`src/rtl/imem_fetch.sv`:
```
// rtl/imem_fetch.sv - synchronous-read instruction memory with NOP clear sweep, load port and stall-hold fetch
// Optional IMEM_BYPASS_EN: same-cycle load data is forwarded to a fetch of the same index.
module imem_fetch #(
  parameter int                 DATA_W    = 32,
  parameter int                 ADDR_W    = 32,
  parameter int                 DEPTH     = 64,
  parameter logic [ADDR_W-1:0]  BASE_ADDR = 100,
  parameter logic [DATA_W-1:0]  NOP_WORD  = '0
) (
  input  logic              clk,
  input  logic              rst,
  input  logic              fetch_req,
  input  logic [ADDR_W-1:0] fetch_pc,
  input  logic              stall,
  output logic              fetch_ready,
  output logic [DATA_W-1:0] instr_out,
  output logic              instr_valid,
  output logic              addr_fault,
  input  logic              ld_en,
  input  logic [ADDR_W-1:0] ld_addr,
  input  logic [DATA_W-1:0] ld_data,
  output logic              clr_busy
);

  localparam int IDX_W = (DEPTH > 1) ? $clog2(DEPTH) : 1;

  typedef enum logic {S_CLEAR, S_RUN} state_t;

  state_t            state, state_nxt;
  logic [IDX_W-1:0]  clr_cnt;
  logic [DATA_W-1:0] mem [DEPTH];

  logic [ADDR_W-1:0] fetch_off, ld_off;
  logic              fetch_ok, ld_ok;
  logic [IDX_W-1:0]  fetch_idx, ld_idx;
  logic              accept, ld_hit;
  logic [DATA_W-1:0] rd_word;

  // The >= compare guards the subtraction, so a PC below the window never wraps into range.
  assign fetch_off = fetch_pc - BASE_ADDR;
  assign ld_off    = ld_addr - BASE_ADDR;
  assign fetch_ok  = (fetch_pc >= BASE_ADDR) && (fetch_off[1:0] == 2'b00) &&
                     ((fetch_off >> 2) < ADDR_W'(DEPTH));
  assign ld_ok     = (ld_addr >= BASE_ADDR) && (ld_off[1:0] == 2'b00) &&
                     ((ld_off >> 2) < ADDR_W'(DEPTH));
  assign fetch_idx = fetch_off[IDX_W+1:2];
  assign ld_idx    = ld_off[IDX_W+1:2];

  always_comb begin
    state_nxt   = state;
    clr_busy    = 1'b0;
    fetch_ready = 1'b0;
    case (state)
      S_CLEAR: begin
        clr_busy = 1'b1;
        if (clr_cnt == IDX_W'(DEPTH - 1)) state_nxt = S_RUN;
      end
      S_RUN: begin
        fetch_ready = !(instr_valid && stall);
      end
      default: state_nxt = S_CLEAR;
    endcase
  end

  assign accept = fetch_req && fetch_ready;
  assign ld_hit = (state == S_RUN) && ld_en && ld_ok;

  always_comb begin
    rd_word = mem[fetch_idx];
`ifdef IMEM_BYPASS_EN
    if (ld_hit && (ld_idx == fetch_idx)) rd_word = ld_data;
`endif
  end

  always_ff @(posedge clk) begin
    if (rst) state <= S_CLEAR;
    else     state <= state_nxt;
  end

  always_ff @(posedge clk) begin
    if (rst)                   clr_cnt <= '0;
    else if (state == S_CLEAR) clr_cnt <= clr_cnt + 1'b1;
  end

  // Memory has no reset of its own; the sweep overwrites every entry instead.
  always_ff @(posedge clk) begin
    if (!rst) begin
      if (state == S_CLEAR) mem[clr_cnt] <= NOP_WORD;
      else if (ld_hit)      mem[ld_idx]  <= ld_data;
    end
  end

  always_ff @(posedge clk) begin
    if (rst) begin
      instr_valid <= 1'b0;
      addr_fault  <= 1'b0;
      instr_out   <= NOP_WORD;
    end else if (accept) begin
      instr_valid <= 1'b1;
      addr_fault  <= !fetch_ok;
      instr_out   <= fetch_ok ? rd_word : NOP_WORD;
    end else if (!(instr_valid && stall)) begin
      instr_valid <= 1'b0;
    end
  end

endmodule

```
`config.mk`:
```
export PLATFORM = sky130hd
export DESIGN_NAME = imem_fetch
export DESIGN_NICKNAME = d
export VERILOG_FILES = /design/src/rtl/imem_fetch.sv
export SDC_FILE = /design/constraint.sdc
export NUM_CORES = 2
export LEC_CHECK = 0
export BUFFER_PORTS_ARGS = -buffer_cell sky130_fd_sc_hd__buf_2
export CAP_MARGIN = 20
export CORE_UTILIZATION = 51
export CTS_BUF_LIST = sky130_fd_sc_hd__clkbuf_16
export DETAILED_ROUTE_END_ITERATION = 7
export PLACE_DENSITY_LB_ADDON = 0.05
export SLEW_MARGIN = 20
export SYNTH_ARGS = -nofsm -noshare
export SYNTH_HDL_FRONTEND = slang
export SYNTH_SLANG_ARGS = --single-unit
```
`constraint.sdc`:
```
create_clock -name clk -period 16.3 [get_ports clk]
set_clock_uncertainty 0.2 [all_clocks]
set_input_delay 3.26 -clock clk [delete_from_list [all_inputs] [get_ports clk]]
set_output_delay 3.26 -clock clk [all_outputs]
set_load 0.02 [all_outputs]
```
==> qor.csv <==
stage,metric,value,unit
status,outcome,"finished, final reports clean",
yosys,synth_area_per_cell,21.47,sq um
drt,met1Wirelength,90.69,mm
clocking,postCtsSetupRepairBufs,0,
run,drv_cap,0,
power,power,11.34,mW
yosys,synthXorXnorAreaFrac,0.1395,%
timing,period_needed,7950,ps
drt,dr.pass1.iters,5,
floorplanning,fp.dieH,402.0,um
clocking,path_clk_slew,70,ps
floorplanning,die_area,161600,sq um
layout,layout.nets,4144,
drt,wl,220.9,mm
global_route,grt-ovfl-total,0,
layout,multiInputGateArea,19100,sq um
setup_path,r2r_cells,9,
yosys,ys_ff_latch,2089,
drt,wl_met2,106.1,mm
global_route,grt_pass1_vias,41634,
drt,via_count,40811,
layout,final_cell_mix,"edfxtp_1 (2048), mux4_2 (512), mux2i_1 (225)",
drt,vias_per_cell,6.479,
drt,drtAntennaViolNets,0,
setup_path,critPathRequiredTime,16840,ps
setup_path,r2r_start,state,
drt,wl_per_cell,35.08,um
floorplanning,die_w,402.0,um
layout,drive_above_1_share,28.33,%
clocking,clockBufferDepth,3,
floorplanning,io-pin-count,137,
layout,final_common_cell,edfxtp_1,
place,globalplace.congestion,0.8052,
setup_path,reg2reg_slack,11230,ps
timing,hold_slack,275.3,ps
drt,top_layer,met5,
min_path,hold_end,instr_valid,
layout,fin_cells,6299,
clocking,cts_tree,done,
setup_path,end_kind,flip-flop,
timing,timing.final.max_slew_violations,0,
timing,hold_viol,0,
power,ir_worst_vdd,0.1185,mV
min_path,holdPathStages,2,
timing,finalSetupViolCount,0,
clocking,cts-resized-gates,0,
yosys,synthArstFlopShare,0,%
place,dp_hpwl,114.1,mm
layout,design_area,92950,sq um
min_path,hold_start,instr_valid,
yosys,synth_cell_types,59,
drt,first_iter_violations,4366,
min_path,hold_path_class,flip-flop to flip-flop,
clocking,cts_buffers,208,
yosys,synth_edf_count,2048,
global_route,grt_max_degree,130,
setup_path,worstSetupPathType,input pin to flip-flop,
drt,wl_met3,17.98,mm
layout,area_growth,13.88,%
timing,rsz0062_at_grt,no,
place,io_buffers,136,
layout,seqCellArea,62320,sq um
setup_path,start_kind,input pin,
timing,tns,0,ps
yosys,synth_compound_area_share,2.793,%
floorplanning,coreArea,158600,sq um
power,powerDensity,122.0,nW/um^2
place,placedCellCount,5901,
clocking,cts_hold_buf,0,
setup_path,worstReg2RegEnd,mem[16][10],
yosys,netlist_instances,3801,
floorplanning,rows,146,
yosys,synth_top_flop_cell,edfxtp_1,
clocking,clk-insertion-delay-late,860,ps
yosys,netlist_area,81620,sq um
timing,clock.fmax,125.8,MHz
place,placed_area,85630,sq um
yosys,synth_adder_area_share,0.04599,%
global_route,antenna_found_initial,9,
yosys,synth_top_family_by_area,multiplexers,
drt,drc,0,
yosys,yosysWarningCount,0,
power,p_leak,29.70,nW
floorplanning,start_util,51.47,%
yosys,ys_seq_area_share,76.36,%
layout,fillers,11415,
global_route,grt_first_pass_wirelength,312.3,mm
yosys,syn_nets,3905,
yosys,synth-simple-area-share,2.483,%
setup_path,cp_max_fo,104,
timing,post-route-period-util,48.77,%
yosys,synth_mux_area_share,17.00,%
timing,max_slew_margin,15.18,%
setup_path,cp_data_arrival_time,8490,ps
clocking,cts-htree-levels,4,
global_route,grt_usage,27.72,%
timing,worst_pin_slew,1272,ps
clocking,root_buffer,clkbuf_16,
clocking,cts_sinks,2089,
==> critical path: stages <==
cell and delay, ps:
buf_8 500, inv_1 190, ha_4 770, buf_12 580, buf_4 720, mux4_2 410, nor2b_1 140, a211oi_1 350
a21oi_1 90, mux2i_1 730, mux2i_1 180, a22o_1 240
==> cells by family (layout without fill, tap and decap cells) <==
logic type	after synthesis	after routing
AO/OA/AOI/OAI	349	349
XOR/XNOR	13	13
adder cells (fa/ha/maj)	3	3
buffers and inverters	234	658
flip-flops	2089	2089
multiplexers	746	746
other	0	2
AND/OR/NAND/NOR	367	367
==> sequential cells by signal (all words and copies together), names as in the netlist <==
name and count:
addr_fault 1, instr_valid 1, mem 2048, clr_cnt 6
state 1, instr_out 32
==> final cells by class <==
type	count	area share, %
multi-input combinational	1478	20.55
antenna	2	0.005384
sequential	2089	67.05
clock inverter	187	2.177
inverter	9	0.03634
tap	2072	2.789
clock buffer	208	5.600
timing repair buffer	254	1.794
==> routing by layer <==
| metal | vias to the layer above | GRT usage, % |
|---|---|---|
| met5 | - | 0 |
| met4 | 16 | 7.600 |
| met3 | 311 | 5.401 |
| met2 | 1811 | 43.88 |
| met1 | 22206 | 39.73 |
| li1 | 16467 | - |
==> synthesized netlist by cell type, types with 4 or more instances <==
| master | number | share of area, % |
|---|---|---|
| or3_1 | 5 | 0.038 |
| nor4_1 | 11 | 0.084 |
| xnor2_1 | 8 | 0.086 |
| nand2_1 | 23 | 0.11 |
| nor3_1 | 22 | 0.13 |
| or4_1 | 5 | 0.046 |
| nor3b_1 | 6 | 0.055 |
| a21oi_1 | 151 | 0.93 |
| buf_2 | 50 | 0.31 |
| nand4_1 | 4 | 0.031 |
| mux2i_1 | 234 | 2.9 |
| a211oi_1 | 128 | 1.2 |
| a31oi_1 | 6 | 0.046 |
| nand3_1 | 12 | 0.074 |
| a22o_1 | 32 | 0.34 |
| buf_1 | 31 | 0.14 |
| inv_1 | 9 | 0.041 |
| xor2_1 | 5 | 0.054 |
| o21ai_0 | 12 | 0.074 |
| and2_1 | 34 | 0.26 |
| mux4_2 | 512 | 14 |
| dfxtp_1 | 41 | 1.0 |
| edfxtp_1 | 2048 | 75 |
| nor2_1 | 89 | 0.41 |
| nor2b_1 | 132 | 1.0 |
| clkbuf_1 | 140 | 0.64 |
| nand2b_1 | 6 | 0.046 |
==> worst max path at each step <==
stage	endpoint	cells after the start	start	slack (ps)
after floorplan	mem[51][0]	13	ld_addr[2]	8660
after global placement	instr_out[30]	13	fetch_pc[2]	7530
after detailed placement	instr_out[30]	13	fetch_pc[2]	7480
after CTS	instr_out[30]	13	fetch_pc[2]	8400
after global routing	instr_out[30]	11	fetch_pc[2]	8260
final	instr_out[5]	12	fetch_pc[2]	8350
==> power by group <==
part | switching (mW) | internal (mW) | total, mW
registers | 0.00462 | 5.82 | 5.83
logic | 0.346 | 0.185 | 0.531
clock network | 2.07 | 2.91 | 4.98
total | 2.43 | 8.92 | 11.3
==> metrics by stage <==
step                utilization [%]  setup WS, ps
finish                        58.62          8350
global route                  58.62          8256
CTS                           58.56          8398
detailed placement            54.00          7483
global placement              54.00          7534
floorplan                         -          8662
No activity file was read; power rests on OpenSTA's default activity.
